==> src/rtl/decoder_in_debounce.sv <==
// ---------------------------------------------------------------------------
// decoder_in_debounce
//   Debounces a raw, asynchronous pad bus and hands each newly qualified code
//   to a downstream decoder over a single-entry valid/ready holding slot.
//
//   Ports
//     wb_clk_i      in   1      clock, all state on rising edge
//     wb_rst_i      in   1      synchronous active-high reset
//     io_in         in   WIDTH  raw pad value (asynchronous)
//     code_o        out  WIDTH  qualified code for the decoder
//     code_valid_o  out  1      code_o holds an unconsumed code
//     code_ready_i  in   1      downstream accepts code_o this cycle
//     drop_cnt_o    out  8      codes discarded while the slot was full (sat.)
// ---------------------------------------------------------------------------
module decoder_in_debounce #(
    parameter int WIDTH         = 7,
    parameter int STABLE_CYCLES = 4     // 1..255
) (
    input  logic             wb_clk_i,
    input  logic             wb_rst_i,
    input  logic [WIDTH-1:0] io_in,
    output logic [WIDTH-1:0] code_o,
    output logic             code_valid_o,
    input  logic             code_ready_i,
    output logic [7:0]       drop_cnt_o
);

    typedef enum logic {
        IDLE = 1'b0,
        FULL = 1'b1
    } state_e;

    localparam logic [7:0] STABLE = 8'(STABLE_CYCLES);

    logic [WIDTH-1:0] sync1_q, sync2_q;
    logic [WIDTH-1:0] cand_q, cand_d;
    logic [7:0]       cnt_q, cnt_d;
    logic [WIDTH-1:0] last_q, last_d;
    logic [WIDTH-1:0] code_q, code_d;
    logic [7:0]       drop_q, drop_d;
    state_e           state_q, state_d;

    logic same;
    logic qualify;
    logic handshake;

    // Candidate tracking: any change restarts the stability count, so a
    // pulse shorter than STABLE_CYCLES never reaches the threshold.
    always_comb begin
        same   = (sync2_q == cand_q);
        cand_d = cand_q;
        cnt_d  = cnt_q;
        if (!same) begin
            cand_d = sync2_q;
            cnt_d  = 8'd1;
        end else if (cnt_q != STABLE) begin
            cnt_d = cnt_q + 8'd1;
        end
    end

    // Comparing against last (not against code_o) makes qualify a one-shot
    // per distinct value, including values that were dropped.
    always_comb begin
        qualify = same && (cnt_q == STABLE) && (cand_q != last_q);
        last_d  = qualify ? cand_q : last_q;
    end

    assign handshake = (state_q == FULL) && code_ready_i;

    always_comb begin
        state_d = state_q;
        code_d  = code_q;
        drop_d  = drop_q;
        unique case (state_q)
            IDLE: begin
                if (qualify) begin
                    code_d  = cand_q;
                    state_d = FULL;
                end
            end
            FULL: begin
                if (qualify && handshake) begin
                    // Slot frees and refills on the same edge.
                    code_d = cand_q;
                end else if (qualify) begin
                    if (drop_q != 8'hFF) drop_d = drop_q + 8'd1;
                end else if (handshake) begin
                    state_d = IDLE;
                end
            end
            default: state_d = IDLE;
        endcase
    end

    always_ff @(posedge wb_clk_i) begin
        if (wb_rst_i) begin
            sync1_q <= '0;
            sync2_q <= '0;
            cand_q  <= '0;
            cnt_q   <= '0;
            last_q  <= '0;
            code_q  <= '0;
            drop_q  <= '0;
            state_q <= IDLE;
        end else begin
            sync1_q <= io_in;
            sync2_q <= sync1_q;
            cand_q  <= cand_d;
            cnt_q   <= cnt_d;
            last_q  <= last_d;
            code_q  <= code_d;
            drop_q  <= drop_d;
            state_q <= state_d;
        end
    end

    assign code_o       = code_q;
    assign code_valid_o = (state_q == FULL);
    assign drop_cnt_o   = drop_q;

endmodule

==> config.mk <==
export PLATFORM = sky130hd
export DESIGN_NAME = decoder_in_debounce
export DESIGN_NICKNAME = d
export VERILOG_FILES = /design/src/rtl/decoder_in_debounce.sv
export SDC_FILE = /design/constraint.sdc
export NUM_CORES = 1
export LEC_CHECK = 0
export BUFFER_PORTS_ARGS = -buffer_cell sky130_fd_sc_hd__buf_2
export CORE_UTILIZATION = 60
export DETAILED_ROUTE_END_ITERATION = 16
export PLACE_DENSITY = 0.82
export RECOVER_POWER = 100
export SLEW_MARGIN = 30
export SYNTH_ARGS = -nofsm -noshare
export SYNTH_HDL_FRONTEND = slang
export SYNTH_SLANG_ARGS = --single-unit
==> constraint.sdc <==
create_clock -name wb_clk_i -period 5.8 [get_ports wb_clk_i]
set_input_delay 0.58 -clock wb_clk_i [delete_from_list [all_inputs] [get_ports wb_clk_i]]
set_output_delay 0.58 -clock wb_clk_i [all_outputs]
set_load 0.005 [all_outputs]
Yosys cells after proc, flatten, opt, wreduce, memory -nomap -nowiden
Index checks and enable logic that the tools add are counted.
W data, S select, Z words.
{ "classes": {"n_addsub": 2, "n_mux": 10, "reduce_logical": 7, "bitwise": 3, "n_eq_ne": 8} }
{ "op_table": {"columns": ["op", "n"], "rows": [
  ["$add A8 B1 Y8 const B", 2],
  ["$mux W7", 2],
  ["$pmux W7 S2", 1],
  ["$eq A8 B3 Y1 const B", 1],
  ["$ne A8 B3 Y1 const B", 1],
  ["$ne A8 B8 Y1 const B", 1],
  ["$eq A7 B7 Y1", 1],
  ["$ne A7 B7 Y1", 1],
  ["$mux W1", 6],
  ["$logic_and A1 B1 Y1", 4],
  ["$ne A2 B1 Y1 const B", 2],
  ["$reduce_and A4 Y1", 1],
  ["$not A1 Y1", 3],
  ["$ne A2 B2 Y1 const B", 1],
  ["$pmux W1 S2", 1],
  ["$reduce_and A2 Y1", 1],
  ["$reduce_or A2 Y1", 1]
]} }
{ "word_totals": {"output_inout_bits": 16, "word_cells": 39, "ff_bits": 52} }

Logic depth before layout (Yosys ltp)
Gate-level depths: netlist of the first run.
{ "logic_depth": {"word_depth": 6, "mapped_depth": 9, "ltp_nobuf": 7} }

Least setup slack after synthesis of the first run
OpenSTA, ideal clock, no wires.
{ "synth_path": {"kind": "reg2reg", "start": "reg cnt_q[0]", "end": "reg drop_q[7] (netlist: drop_cnt_o[7])", "stages_incl_launch_ff": 9, "path_buffers": 1, "t_required_ns": 5.730, "path_slack_ns": 3.581, "t_arrival_ns": 2.149, "setup_ns": 0.070, "period_less_slack_ns": 2.219, "cell_sequence": "dfxtp_1 > inv_1 > ha_1 > nor4b_1 > nand2_1 > or3_1 > buf_2 > or4_1 > a21oi_1"} }
{ "synth_between": {"elab_chain_len": 6} }
{ "synth_lines": {"columns": ["element", "line_no", "text"], "rows": [
  ["start: declaration", "37", "logic [7:0] cnt_q, cnt_d;"],
  ["start signal: assignment", "109", "cnt_q <= cnt_d;"],
  ["$eq A8 B3 Y1 (*)", "64", "qualify = same && (cnt_q == STABLE) && (cand_q != last_q);"],
  ["$logic_and A1 B1 Y1 (*) (2 in series)", "64", null],
  ["$logic_and A1 B1 Y1", "82", "if (qualify && handshake) begin"],
  ["$not A1 Y1 (no line)", null, null],
  ["$reduce_and A4 Y1 (no line) (*)", null, null],
  ["end signal: assignment", "112", "drop_q <= drop_d;"],
  ["end: declaration", "40", "logic [7:0] drop_q, drop_d;"]
]} }
Every way passes the cells marked *; elsewhere a longest branch is shown, timed or not.
A chain may end at the register's enable or synchronous reset.

Worst setup path after layout of the first run
Same ends and word-level chain as after synthesis.

==> results of run 1 <==
-- cell usage after synthesis --
| cell | instances | area share |
|---|---|---|
| or2b_1 | 1 | 0.0037 |
| nor2_1 | 7 | 0.013 |
| nor4_1 | 2 | 0.0061 |
| nand4_1 | 4 | 0.012 |
| and3_1 | 3 | 0.0092 |
| or3_1 | 5 | 0.015 |
| nor4_2 | 1 | 0.0061 |
| nand3_1 | 9 | 0.022 |
| buf_2 | 1 | 0.0025 |
| nor2b_1 | 23 | 0.071 |
| nand4b_1 | 1 | 0.0043 |
| a21oi_1 | 25 | 0.061 |
| nor3b_1 | 2 | 0.0074 |
| clkbuf_1 | 8 | 0.015 |
| dfxtp_1 | 52 | 0.51 |
| nand2b_1 | 3 | 0.0092 |
| inv_1 | 2 | 0.0037 |
| o21ai_0 | 11 | 0.027 |
| nand2_1 | 26 | 0.048 |
| o211ai_1 | 1 | 0.0037 |
| ha_1 | 3 | 0.018 |
| and2_1 | 1 | 0.0031 |
| and4_1 | 1 | 0.0043 |
| xor2_1 | 12 | 0.052 |
| or4_1 | 2 | 0.0074 |
| nor4b_1 | 2 | 0.0086 |
| nor3_1 | 1 | 0.0025 |
| o31ai_1 | 4 | 0.015 |
| xnor2_1 | 9 | 0.039 |
-- stage by stage --
stage / setup slack [ns] / util / cells / hold WS [ns]
after floorplan: 3.58 / - / 222 / 0.414
after global placement: 3.15 / 0.698 / 282 / 0.416
after detailed placement: 3.00 / 0.700 / 282 / 0.421
after CTS: 2.90 / 0.729 / 290 / 0.402
after global routing: 2.62 / 0.724 / 290 / 0.391
final: 2.85 / 0.724 / 290 / 0.414
-- cells in the final DEF, fill, tap and decap left out, drive strengths merged --
cell type  netlist  final
o21ai           11     11
or3              5      5
nor4b            2      2
o211ai           1      1
or2b             1      1
inv              2      2
buf              1     14
xor2            12     12
nand2           26     26
nor3             1      1
nand4            4      4
nor3b            2      2
clkinv           0      1
nor4             3      3
dfxtp           52     52
and3             3      3
and2             1      1
clkbuf           8     17
nand2b           3      3
ha               3      3
or4              2      2
a21oi           25     25
xnor2            9      9
nand4b           1      1
nor2             7      7
o31ai            4      4
and4             1      1
nor2b           23     23
nand3            9      9
bufinv           0      1
-- worst min path at each step --
| stage | end | slack, ns |
|---|---|---|
| final | sync1_q[5] | 0.41 |
| after global routing | sync1_q[4] | 0.39 |
| after CTS | sync1_q[4] | 0.40 |
| after detailed placement | sync2_q[1] | 0.42 |
| after global placement | sync2_q[0] | 0.42 |
| after floorplan | sync2_q[0] | 0.41 |
-- layout make-up --
cell class,instances,area share
Clock inverter,2,0.0171
Multi-Input combinational cell,159,0.424
Inverter,2,0.00331
Tap cell,44,0.0243
Timing Repair Buffer,25,0.0491
Sequential cell,52,0.459
Clock buffer,6,0.0226
-- where the power goes --
group          total, uW  internal (uW)  switching [uW]  leakage [uW]
sequential           369            364            5.03      0.000423
combinational       28.1           12.8            15.3      0.000357
clock                213            103             110     0.0000484
-- logic make-up (layout without fill, tap and decap cells) --
| family | after synthesis | in the layout | share of synthesized area |
|---|---|---|---|
| AOI/OAI and AO/OA | 41 | 41 | 0.107 |
| xor gates and xnor gates | 21 | 21 | 0.0902 |
| adders and majority gates | 3 | 3 | 0.0184 |
| buffers and inverters | 11 | 35 | 0.0209 |
| DFF | 52 | 52 | 0.511 |
| and+or+nand+nor | 94 | 94 | 0.253 |
-- state kept, by name (all words and copies together) (netlist names) --
name	cells
code_o	7
sync2_q	7
drop_cnt_o	8
last_q	7
sync1_q	7
code_valid_o	1
cand_q	7
cnt_q	8
-- per-layer routing --
metal,part of all wire,routed length (um)
met1,0.48,1680
met2,0.46,1620
met3,0.041,143
met4,0.013,46
met5,0,0
==> results.json, run 1 <==
{
  "status": "complete, but fails checks",
  "violations": "capacitance limit, slew limit",
  "dr.pass1.iters": 4,
  "grt_pass1_wl_mm": 5.95,
  "final_area_sq_um": 2270,
  "finalCriticalPeriod_ns": 2.95,
  "peakVddDrop_uv": 234,
  "first_iter_violations": 101,
  "synth-seq-area-share": 0.511,
  "drive_above_1_share": 0.0976,
  "grtUsageMet1": 0.272,
  "clk_path_buf_depth": 2,
  "finalPower_uw": 611,
  "placed_area_sq_um": 2190,
  "yosysUniqueCellTypes": 29,
  "syn2layout_area_growth_pct": 11.2,
  "crit_chain": "inv_1 > ha_1 > nor4b_1 > nand2_1 > or3_1 > or4_1 > a21oi_1",
  "start_util": 0.652,
  "grt_max_degree": 48,
  "startpoint": "cnt_q[0]",
  "cts_setup_buffers": 0,
  "worst_slew_margin_rel": -0.207,
  "max_stage_delay_ns": 0.74,
  "cp.required_ns": 6.08,
  "post-route-period-util": 0.508,
  "via_count": 1540,
  "avgRoutedWirePerCell_um": 12.0,
  "wirelength_mm": 3.48,
  "timing.rr.start": "cnt_q[0]",
  "worstMarginPinSlew_ns": 1.81,
  "worstPathArrival_ns": 3.23,
  "overflow": 0,
  "synthCells": 222,
  "crit_buf_inv": 1,
  "numClockSinks": 52,
  "reg2reg_depth": 7,
  "avgSynthCellArea_sq_um": 9.18,
  "rsz0062_at_grt": "false",
  "die_y_um": 60.3,
  "final_max_slew_viol_count": 48,
  "yosys_warnings": 0,
  "insertion_delay_ns": 0.37,
  "max_freq_mhz": 339,
  "h-tree-depth": 2,
  "setup_viol_count_final": 0,
  "cts_tree": "built",
  "timing.critical_path.to": "drop_cnt_o[7]",
  "synth_seq_cells": 52,
  "path_delay_family": "simple AND/OR/NAND/NOR gates",
  "worstSetupPathType": "reg -> reg",
  "synthesis.area_sq_um": 2040,
  "gp_congestion": 0.868,
  "leakage_uw": 0.000829,
  "reg2reg_slack_ns": 2.85,
  "rows": 20,
  "hp-class": "in -> reg",
  "skew_ns": 0.00967,
  "r2r_end": "drop_cnt_o[7]",
  "drc": 0,
  "cts_root_buf": "clkbuf_4",
  "hpwlAfterDp_mm": 2.35,
  "use_met3": 0.0649,
  "cp_max_fo": 28,
  "ctsResizeCount": 0,
  "antenna-diode-count": 0,
  "fin_nets": 258,
  "final_hold_viol_count": 0,
  "hold_path_startpoint": "io_in[5]",
  "tns_ns": 0,
  "port_buffers": 25,
  "regArea_sq_um": 1040,
  "die_width_um": 60.3,
  "worstHoldPathCells": 2,
  "maxCapViolCount": 1,
  "p_per_area_nw_per_um2": 269,
  "ios": 26,
  "worst_setup_path_end_kind": "flip-flop",
  "grt_pass1_vias": 1412,
  "antenna_found_initial": 0,
  "viasPerCell": 5.31,
  "cts-buffers-inserted": 5,
  "use_met2": 0.366,
  "cts-hold-fix-buffers": 0,
  "nFillCells": 255,
  "busiest_layer": "met2",
  "slowest_stage": "or3_1",
  "startpoint_type": "flip-flop",
  "ant_nets": 0,
  "synth_fp_nets": 235,
  "dieArea_sq_um": 3630,
  "multi_input_area_sq_um": 961,
  "path_depth": 7,
  "fp.coreArea_sq_um": 3130,
  "clkTransAtPathRegs_ns": 0.14,
  "grt.total_usage": 0.221
}
(Power assumes the default switching activity.)
==> run 2: changes to the inputs <==
--- a/config.mk
+++ b/config.mk
@@ -6,9 +6,9 @@
 export NUM_CORES = 1
 export LEC_CHECK = 0
 export BUFFER_PORTS_ARGS = -buffer_cell sky130_fd_sc_hd__buf_2
-export CORE_UTILIZATION = 60
+export CORE_UTILIZATION = 50
 export DETAILED_ROUTE_END_ITERATION = 16
-export PLACE_DENSITY = 0.82
+export PLACE_DENSITY = 0.73
 export RECOVER_POWER = 100
 export SLEW_MARGIN = 30
 export SYNTH_ARGS = -nofsm -noshare
==> constraint.sdc (replaced) <==
create_clock -name wb_clk_i -period 2.7 [get_ports wb_clk_i]
set_input_delay 0.27 -clock wb_clk_i [delete_from_list [all_inputs] [get_ports wb_clk_i]]
set_output_delay 0.27 -clock wb_clk_i [all_outputs]
set_load 0.005 [all_outputs]
==> results.json, run 2 (synthesis results as in run 1) <==
{
  "status": "finished, final reports clean",
  "p_int_uw": 1010,
  "cts-buffers-inserted": 5,
  "startpoint": "cand_q[4]",
  "h-tree-depth": 2,
  "reg2reg_depth": 6,
  "top_layer": "met4",
  "skew_ns": 0.0113,
  "leakage_uw": 0.000890,
  "clk_path_buf_depth": 2,
  "first_iter_violations": 91,
  "post-route-period-util": 0.893,
  "avgRoutedWirePerCell_um": 11.8,
  "cp_max_fo": 15,
  "setup_viol_count_final": 0,
  "cp.required_ns": 2.92,
  "rows": 22,
  "fin_nets": 265,
  "ctsResizeCount": 0,
  "grt_pass1_wl_mm": 6.15,
  "worst_slew_margin_rel": 0.337,
  "power_frac_clock": 0.355,
  "antenna-diode-count": 0,
  "insertion_delay_ns": 0.30,
  "finalCriticalPeriod_ns": 2.41,
  "viasPerCell": 5.10,
  "hp-class": "in -> reg",
  "clkTransAtPathRegs_ns": 0.10,
  "cts-hold-fix-buffers": 0,
  "max_stage_delay_ns": 0.58,
  "die_width_um": 65.8,
  "dieArea_sq_um": 4340,
  "wirelength_mm": 3.56,
  "ant_nets": 0,
  "drive_above_1_share": 0.138,
  "wl_met3_um": 113,
  "drc": 0,
  "grt.total_usage": 0.187,
  "cts_tree": "built",
  "p_comb_frac": 0.046,
  "die_y_um": 65.8,
  "grt_max_degree": 26,
  "dr.pass1.iters": 4,
  "r2r_end": "drop_cnt_o[7]",
  "instances_no_fill": 301,
  "grt_pass1_vias": 1352,
  "worstSetupPathType": "reg -> reg",
  "cts_setup_buffers": 0,
  "wl_met1_mm": 1.88,
  "p_seq_frac": 0.599,
  "tns_ns": 0,
  "startpoint_type": "flip-flop",
  "final_common_cell": "dfxtp_1",
  "wl_met2_mm": 1.53,
  "max_freq_mhz": 415,
  "p_sw_uw": 317,
  "maxCapViolCount": 0,
  "rsz0062_at_grt": "false",
  "worstMarginPinSlew_ns": 0.995,
  "antenna_found_initial": 0,
  "gp_congestion": 0.804,
  "reg2reg_slack_ns": 0.29,
  "slowest_stage": "or3_1",
  "overflow": 0,
  "timing.rr.start": "cand_q[4]",
  "cts_root_buf": "clkbuf_8",
  "final_max_slew_viol_count": 0,
  "start_util": 0.540,
  "dp_cells": 293,
  "via_count": 1536,
  "worstPathArrival_ns": 2.63,
  "final_hold_viol_count": 0,
  "numClockSinks": 52,
  "ios": 26,
  "port_buffers": 25,
  "worst_setup_path_end_kind": "flip-flop",
  "p_per_area_nw_per_um2": 569,
  "hpwlAfterDp_mm": 2.50,
  "fp.coreArea_sq_um": 3770,
  "timing.critical_path.to": "drop_cnt_o[7]",
  "swShare": 0.240,
  "final_cell_mix": "dfxtp_1 (52), nand2_1 (26), a21oi_1 (25), nor2b_1 (23), buf_2 (22)",
  "peakVddDrop_uv": 411,
  "syn2layout_area_growth_pct": 14.0,
  "crit_chain": "xor2_1 > nor4_2 > nand4_1 > or3_1 > or4_1 > a21oi_1"
}
[run 2: cell count changes in the layout (fill, tap and decap cells not counted), moves of 2 or more]
cell | before | now
buf_4 | 0 | 4
buf_2 | 14 | 22
clkbuf_1 | 11 | 5
inv_6 | 0 | 2
clkbuf_8 | 1 | 5
clkbuf_4 | 5 | 0
[run 2: worst min path at each step]
stage	cells past startpoint	startpoint	slack, ns	end
finish	2	io_in[5]	0.16	sync1_q[5]
global route	2	io_in[3]	0.15	sync1_q[3]
CTS	2	io_in[5]	0.16	sync1_q[5]
detailed placement	1	sync1_q[4]	0.42	sync2_q[4]
global placement	1	sync1_q[5]	0.42	sync2_q[5]
floorplan	1	io_in[0]	0.40	sync1_q[0]
[run 2: worst max-delay path, delay by kind of cell (launching register included)]
kind,cells,cell delay [ns]
flops,1,0.36
xor+xnor,1,0.17
compound gates,1,0.15
simple gates,4,1.65
[run 2: per-layer routing]
| metal | track usage | vias up |
|---|---|---|
| li1 | - | 812 |
| met1 | 0.253 | 691 |
| met2 | 0.281 | 29 |
| met3 | 0.0448 | 4 |
| met4 | 0.0842 | 0 |
| met5 | 0 | - |
[run 2: power by group through the flow]
stage,Combinational (uW),Sequential [uW],Clock (uW)
floorplan,46.4,808,0
global placement,62.5,810,0
detailed placement,63.8,811,0
CTS,64.3,793,485
global route,69.3,795,518
finish,61.2,793,469
[run 2: final cells by class]
type / instances / area (sq um)
Inverter: 2 / 7.51
Multi-Input combinational cell: 159 / 955
Timing Repair Buffer: 32 / 163
Fill cell: 328 / 1450
Sequential cell: 52 / 1040
Tap cell: 48 / 60.1
Clock buffer: 5 / 68.8
Clock inverter: 3 / 28.8
[run 2: per-stage QoR]
| step | power (uW) | utilization | setup WS [ns] | area, sq um | hold slack, ns |
|---|---|---|---|---|---|
| final | 1320 | 0.616 | 0.288 | 2320 | 0.164 |
| after global routing | 1380 | 0.616 | 0.140 | 2320 | 0.153 |
| after CTS | 1340 | 0.620 | 0.307 | 2340 | 0.157 |
| after detailed placement | 874 | 0.594 | 0.341 | 2240 | 0.424 |
| after global placement | 872 | 0.594 | 0.414 | 2240 | 0.416 |
| after floorplan | 854 | - | 0.481 | 2040 | 0.398 |
==> run 3: changes to the inputs <==
--- a/config.mk
+++ b/config.mk
@@ -5,7 +5,7 @@
 export SDC_FILE = /design/constraint.sdc
 export NUM_CORES = 1
 export LEC_CHECK = 0
-export BUFFER_PORTS_ARGS = -buffer_cell sky130_fd_sc_hd__buf_2
+export BUFFER_PORTS_ARGS = -buffer_cell sky130_fd_sc_hd__buf_4
 export CORE_UTILIZATION = 50
 export DETAILED_ROUTE_END_ITERATION = 16
 export PLACE_DENSITY = 0.73
==> results.json, run 3 (synthesis results as in run 1) <==
{
  "status": "complete, but fails checks",
  "violations": "capacitance limit, slew limit",
  "worstSetupPathType": "reg -> reg",
  "cts_tree": "built",
  "peakVddDrop_uv": 415,
  "ios": 26,
  "start_util": 0.540,
  "rsz0062_at_grt": "false",
  "hpwlAfterDp_mm": 2.42,
  "timing.hold.ws_ns": 0.167,
  "p_int_uw": 1010,
  "finalPower_uw": 1330,
  "post-route-period-util": 0.904,
  "swShare": 0.242,
  "drive_above_1_share": 0.151,
  "avgRoutedWirePerCell_um": 11.9,
  "final_cell_mix": "dfxtp_1 (52), nand2_1 (26), a21oi_1 (25), nor2b_1 (23), clkbuf_4 (16)",
  "ant_nets": 0,
  "antenna_found_initial": 0,
  "worst_setup_path_end_kind": "flip-flop",
  "via_count": 1578,
  "reg2reg_depth": 6,
  "nFillCells": 345,
  "clkTransAtPathRegs_ns": 0.10,
  "overflow": 0,
  "numClockSinks": 52,
  "syn2layout_area_growth_pct": 17.1,
  "first_iter_violations": 111,
  "leakage_uw": 0.000897,
  "dieArea_sq_um": 4340,
  "grt_max_degree": 48,
  "worstPathArrival_ns": 2.66,
  "h-tree-depth": 2,
  "p_seq_frac": 0.595,
  "finalCriticalPeriod_ns": 2.44,
  "rows": 22,
  "grt.total_usage": 0.185,
  "maxCapViolCount": 1,
  "hp-class": "in -> reg",
  "final_max_slew_viol_count": 48,
  "fp.coreArea_sq_um": 3770,
  "ctsResizeCount": 0,
  "cts-buffers-inserted": 5,
  "skew_ns": 0.00515,
  "final_hold_viol_count": 0,
  "dr.pass1.iters": 4,
  "wirelength_mm": 3.57,
  "insertion_delay_ns": 0.30,
  "cts_root_buf": "clkbuf_8",
  "worstHoldPathCells": 2,
  "die_width_um": 65.8,
  "p_sw_uw": 322,
  "gp_congestion": 0.796,
  "port_buffers": 25,
  "worst_slew_margin_rel": -0.238,
  "max_freq_mhz": 409,
  "final_util": 0.633,
  "startpoint_type": "flip-flop",
  "drc": 0,
  "worstMarginPinSlew_ns": 1.86,
  "grt_pass1_vias": 1427,
  "fin_nets": 264,
  "die_y_um": 65.8,
  "setup_viol_count_final": 0,
  "cp_max_fo": 16,
  "cp.required_ns": 2.91,
  "p_per_area_nw_per_um2": 559,
  "cts-hold-fix-buffers": 0,
  "power_frac_clock": 0.356,
  "p_comb_frac": 0.049,
  "clk_path_buf_depth": 2,
  "cts_setup_buffers": 0,
  "viasPerCell": 5.26,
  "tns_ns": 0,
  "antenna-diode-count": 0,
  "grt_pass1_wl_mm": 6.19,
  "final_common_cell": "dfxtp_1"
}
-- run 3: cell types whose count changed in the layout (fill, tap and decap cells not counted), sizes merged --
| cell | previous run | this run |
|---|---|---|
| clkbuf | 10 | 23 |
| buf | 27 | 13 |
-- run 3: final timing paths --
kind	startpoint	end	slack, ns
setup / recovery	cand_q[4]	drop_cnt_o[7]	0.26
hold / removal	io_in[0]	sync1_q[0]	0.17
setup reg to reg	cand_q[4]	drop_cnt_o[7]	0.26
hold reg to reg	sync1_q[2]	sync2_q[2]	0.44
-- run 3: layout make-up --
class	count	area, sq um	share of cell area
Sequential cell	52	1040	0.436
Multi-Input combinational cell	159	955	0.400
Tap cell	48	60.1	0.0252
Inverter	2	7.51	0.00315
Clock inverter	3	28.8	0.0121
Clock buffer	5	68.8	0.0288
Timing Repair Buffer	31	225	0.0944
-- run 3: routing by layer --
| metal | GRT usage | wire, um |
|---|---|---|
| met5 | 0 | 0 |
| met4 | 0.0652 | 34 |
| met3 | 0.0414 | 151 |
| met2 | 0.291 | 1580 |
| met1 | 0.248 | 1810 |
-- run 3: power by group through the flow --
stage / clock network [uW] / logic (uW) / registers [uW]
after global placement: 0 / 65.2 / 810
final: 474 / 65.5 / 793
after global routing: 516 / 73.6 / 795
after CTS: 482 / 66.9 / 793
after detailed placement: 0 / 66.6 / 811
after floorplan: 0 / 46.4 / 808
-- run 3: per-stage QoR --
step	area, sq um	setup slack, ns	std cells
2_1_floorplan	2040	0.481	222
5_1_grt	2390	0.0938	300
6_report	2390	0.258	300
3_5_place_dp	2300	0.331	292
3_3_place_gp	2300	0.393	292
4_1_cts	2390	0.289	300
-- run 3: critical path, cell delays in order (launching register included) --
cell and delay (ns):
dfxtp_1 0.37, xor2_1 0.18, nor4_2 0.31, nand4_1 0.21, or3_1 0.60, or4_1 0.54, a21oi_1 0.15
